==> src/rtl/shift_req_arbiter.sv <==
// Round-robin arbiter sharing one registered barrel shifter among NREQ requesters.
// One request in flight at a time: IDLE grants, SHIFT computes, RESP holds the result.
module shift_req_arbiter #(
   parameter int unsigned WIDTH = 4,
   parameter int unsigned SHW   = 2,
   parameter int unsigned NREQ  = 4,
   parameter int unsigned IDW   = 2
) (
   input  logic                  clk,
   input  logic                  rst_n,
   input  logic [NREQ-1:0]       req_valid,
   output logic [NREQ-1:0]       req_ready,
   input  logic [NREQ*WIDTH-1:0] req_data,
   input  logic [NREQ*SHW-1:0]   req_shift,
   input  logic [NREQ-1:0]       req_dir,
   output logic                  rsp_valid,
   input  logic                  rsp_ready,
   output logic [WIDTH-1:0]      rsp_data,
   output logic [IDW-1:0]        rsp_id,
   output logic                  busy
);

   typedef enum logic [1:0] {StIdle, StShift, StResp} state_e;

   state_e             state_q, state_d;
   logic [IDW-1:0]     rr_ptr_q, rr_ptr_d;
   logic [WIDTH-1:0]   op_data_q, op_data_d;
   logic [SHW-1:0]     op_shift_q, op_shift_d;
   logic               op_dir_q, op_dir_d;
   logic [IDW-1:0]     op_id_q, op_id_d;
   logic [WIDTH-1:0]   rsp_data_q, rsp_data_d;
   logic [IDW-1:0]     rsp_id_q, rsp_id_d;
   logic               rsp_valid_q, rsp_valid_d;

   logic [2*NREQ-1:0]  req_rot;
   logic               found;
   logic [IDW:0]       grant_sum;
   logic [IDW-1:0]     grant_id;
   logic [NREQ-1:0]    grant;
   logic [WIDTH-1:0]   shift_res;

   // Rotate the doubled valid vector so bit 0 is the requester at rr_ptr.
   always_comb begin
      req_rot   = {req_valid, req_valid} >> rr_ptr_q;
      found     = 1'b0;
      grant_sum = '0;
      for (int i = 0; i < int'(NREQ); i++) begin
         if (!found && req_rot[i]) begin
            found     = 1'b1;
            grant_sum = (IDW+1)'(rr_ptr_q) + (IDW+1)'(i);
         end
      end
      if (grant_sum >= (IDW+1)'(NREQ)) begin
         grant_sum = grant_sum - (IDW+1)'(NREQ);
      end
      grant_id = grant_sum[IDW-1:0];
      grant    = found ? (NREQ'(1) << grant_id) : '0;
   end

   assign shift_res = op_dir_q ? (op_data_q << op_shift_q) : (op_data_q >> op_shift_q);

   always_comb begin
      state_d     = state_q;
      rr_ptr_d    = rr_ptr_q;
      op_data_d   = op_data_q;
      op_shift_d  = op_shift_q;
      op_dir_d    = op_dir_q;
      op_id_d     = op_id_q;
      rsp_data_d  = rsp_data_q;
      rsp_id_d    = rsp_id_q;
      rsp_valid_d = rsp_valid_q;
      req_ready   = '0;
      unique case (state_q)
         StIdle: begin
            req_ready = rst_n ? grant : '0;
            if (found) begin
               op_data_d  = req_data[grant_id*WIDTH +: WIDTH];
               op_shift_d = req_shift[grant_id*SHW +: SHW];
               op_dir_d   = req_dir[grant_id];
               op_id_d    = grant_id;
               rr_ptr_d   = (grant_id == IDW'(NREQ - 1)) ? '0 : grant_id + 1'b1;
               state_d    = StShift;
            end
         end
         StShift: begin
            rsp_data_d  = shift_res;
            rsp_id_d    = op_id_q;
            rsp_valid_d = 1'b1;
            state_d     = StResp;
         end
         StResp: begin
            if (rsp_ready) begin
               rsp_valid_d = 1'b0;
               state_d     = StIdle;
            end
         end
         default: state_d = StIdle;
      endcase
   end

   always_ff @(posedge clk) begin
      if (!rst_n) begin
         state_q     <= StIdle;
         rr_ptr_q    <= '0;
         op_data_q   <= '0;
         op_shift_q  <= '0;
         op_dir_q    <= 1'b0;
         op_id_q     <= '0;
         rsp_data_q  <= '0;
         rsp_id_q    <= '0;
         rsp_valid_q <= 1'b0;
      end else begin
         state_q     <= state_d;
         rr_ptr_q    <= rr_ptr_d;
         op_data_q   <= op_data_d;
         op_shift_q  <= op_shift_d;
         op_dir_q    <= op_dir_d;
         op_id_q     <= op_id_d;
         rsp_data_q  <= rsp_data_d;
         rsp_id_q    <= rsp_id_d;
         rsp_valid_q <= rsp_valid_d;
      end
   end

   assign rsp_valid = rsp_valid_q;
   assign rsp_data  = rsp_data_q;
   assign rsp_id    = rsp_id_q;
   assign busy      = (state_q != StIdle);

endmodule

==> config.mk <==
export PLATFORM = sky130hd
export DESIGN_NAME = shift_req_arbiter
export DESIGN_NICKNAME = d
export VERILOG_FILES = /design/src/rtl/shift_req_arbiter.sv
export SDC_FILE = /design/constraint.sdc
export NUM_CORES = 1
export LEC_CHECK = 0
export ABC_AREA = 1
export BUFFER_PORTS_ARGS = -buffer_cell sky130_fd_sc_hd__clkbuf_2
export CORE_UTILIZATION = 30
export DETAILED_ROUTE_END_ITERATION = 10
export HOLD_SLACK_MARGIN = 0.1
export PLACE_DENSITY = 0.49
export SLEW_MARGIN = 20
export SYNTH_ARGS = -nofsm -noshare
export SYNTH_HDL_FRONTEND = slang
export SYNTH_SLANG_ARGS = --single-unit
==> constraint.sdc <==
create_clock -name clk -period 4.43 [get_ports clk]
set_input_delay 0.2215 -clock clk [delete_from_list [all_inputs] [get_ports clk]]
set_output_delay 0.2215 -clock clk [all_outputs]
set_load 0.03 [all_outputs]
==> flow_summary.yaml <==
outcome:
  status: "complete, no violations"
synthesis:
  synth_area_leaders: "dfxtp_1 (26%), nand2_1 (20%), nand3_1 (7.5%)"
  synth_top_area_share_pct: 26.2
  async_flop_share_pct: 0
  synth_cells: 241
  syn_area_per_cell_um2: 6.34
  synthDistinctLibCells: 28
  synth.cell_area_mm2: 0.00153
  synth-seq-cells: 20
  yosysWarnings: 0
  synth_area_leader_cell: "dfxtp_1"
  synth_nets: 277
  synth_flop_cell: "dfxtp_1"
  synth-edff-count: 0
  synth.yosys.seq_area_share_pct: 26.2
die:
  io_pins: 47
  die_area_mm2: 0.00538
  die_w_um: 73.4
  dieHeight_um: 73.4
  rows: 25
  coreArea_mm2: 0.00482
  start_util_pct: 31.7
clock_network:
  insertion_delay_ns: 0.25
  ctsLongestPathBuffers: 2
  cts_tree: "done"
  htree_levels: 1
  clk_pin_slew_ns: 0.07
  clock_sinks: 20
  root_buffer: "clkbuf_8"
  ctsHoldBuffers: 0
  cts_resized: 0
  cts_buffers: 3
  post_cts_buffers: 0
min_path:
  hp-class: "input port to flip-flop"
global_route:
  grt_pass1_wl_mm: 6.57
  grt_pass1_vias: 1485
  grt_usage_pct: 15.5
  grt_max_degree: 18
  antenna_found_initial: 0
  grt.overflow.total: 0
setup_path:
  start_kind: "flip-flop"
  setup.worst_path.class: "flip-flop to output port"
  cp.required_ns: 4.21
  cp_data_arrival_time_ns: 2.42
  crit_path_max_fanout: 17
  end_kind: "output port"
power_and_ir_drop:
  leakagePower_nw: 1.01
  vdd_drop_max_v: 0.000322
  power_density_mw_per_mm2: 770
sta:
  fin_ws_ns: 1.78
  period_share_pct: 59.7
  max_freq_ghz: 0.378
  clock_skew_ns: 0.00337
  slew_violations: 0
  setup_tns_ns: 0
  setup-violations-final: 0
  worstMarginPinSlew_ns: 0.501
  maxSlewHeadroom_pct: 66.5
  hold_viol: 0
  grt_setup_unrepaired: "no"
  final.min_clock_period_ns: 2.65
drt:
  vias_per_cell: 4.49
  drtIter0Drc: 48
  drt-pass1-iter-count: 4
  vias: 1579
  wl_per_cell_um: 10.8
  drc_errors: 0
  drt_wl_total_mm: 3.79
  ant_nets: 0
place:
  io_buffers: 46
  place.gp.congestion: 0.809
  pre_cts_slack_ns: 2.04
  placed_cell_area_mm2: 0.00179
  hpwl_mm: 3.02
final_layout:
  nFillCells: 559
  final-seq-area_um2: 400
  postLayoutCellArea_mm2: 0.00183
  multi_input_area_um2: 962
  drive_gt1_share_pct: 25.3
  area.growth.synth_to_final_pct: 20.1
  antennaDiodeCount: 0
  fin_nets: 323
run:
  drv_cap: 0
registers in the layout, summed over array words and instances (netlist names):
register,cells
rsp_id,2
state_q,2
op_shift_q,2
rr_ptr_q,2
op_id_q,2
rsp_data,4
op_dir_q,1
rsp_valid,1
op_data_q,4
synth_stat cells (2+ instances only):
library cell / n
nand2_4: 4
buf_6: 3
nor2_1: 22
a21oi_1: 7
dfxtp_1: 20
inv_1: 26
nand3_2: 5
nor3_1: 3
nor2_4: 3
nand2_1: 81
buf_4: 2
inv_2: 2
o21ai_0: 14
nand2_2: 5
nand3b_1: 7
a31oi_1: 3
nand3_1: 23
worst max-delay path, stage by stage (launching register included):
cell and delay, ns:
dfxtp_1 0.62, nand2_1 0.18, nand3_2 0.13, nand2_4 0.07
nor2_4 0.14, nand3b_4 0.21, nand3_4 0.27, inv_1 0.11
ha_1 0.19, inv_1 0.05, nor2_1 0.04, clkbuf_2 0.17
power breakdown:
part           internal (mW)  switching (mW)
Sequential             0.255          0.0798
Clock                 0.0604          0.0558
Combinational          0.304           0.657
area by class of cell:
class,count,area share (%)
Sequential cell,20,21.8
Tap cell,67,4.57
Inverter,29,6.34
Timing Repair Buffer,46,12.6
Multi-Input combinational cell,187,52.5
Clock buffer,3,2.25
metrics by stage:
stage                     instances  hold WS (ns)  power [mW]  utilization (%)
after global routing            352         0.176        1.58             38.1
after CTS                       352         0.177        1.43             38.1
after global placement          349         0.451        1.31             37.2
after detailed placement        349         0.445        1.31             37.2
final                           352         0.186        1.41             38.1
after floorplan                 241         0.340        1.13                -
logic make-up (layout without fill, tap and decap cells):
logic type	Yosys count	count (layout)	share of synthesized area, %
and+or+nand+nor	157	157	51.0
buffers and inverters	34	78	10.8
AOI/OAI and AO/OA	28	28	10.6
DFF	20	20	26.2
adders and majority gates	1	1	0.819
xor gates and xnor gates	1	1	0.573
cells in the final DEF (no fill, tap or decap), types with 4 or more instances in the layout:
cell      synthesis  final
nand2_1          81     81
clkbuf_2          0     46
inv_1            26     26
nand3_1          23     23
nor2_1           22     22
dfxtp_1          20     20
o21ai_0          14     14
a21oi_1           7      7
nand3b_1          7      7
nand2_2           5      5
nand3_2           5      5
nand2_4           4      4
worst paths after layout:
path | startpoint | to | slack (ns) | cells after the start
worst max-delay path | rr_ptr_q[0] | req_ready[3] | 1.78 | 11
worst min-delay path | rsp_ready | rsp_valid | 0.19 | 2
worst max register to register | rr_ptr_q[0] | rr_ptr_q[1] | 2.18 | 10
worst min register to register | op_data_q[2] | op_data_q[2] | 0.46 | 2
metal layers:
layer  routed length, µm  part of all wire, %  vias up  global-route usage (%)
met5                   0                    0        -                       0
met4                  31                 0.82        0                    5.13
met2                1770                   47       29                    26.2
met3                 108                  2.9        2                    2.06
met1                1880                   50      682                    20.1
li1                    -                    -      866                       -
No activity file was read; power rests on OpenSTA's default activity.
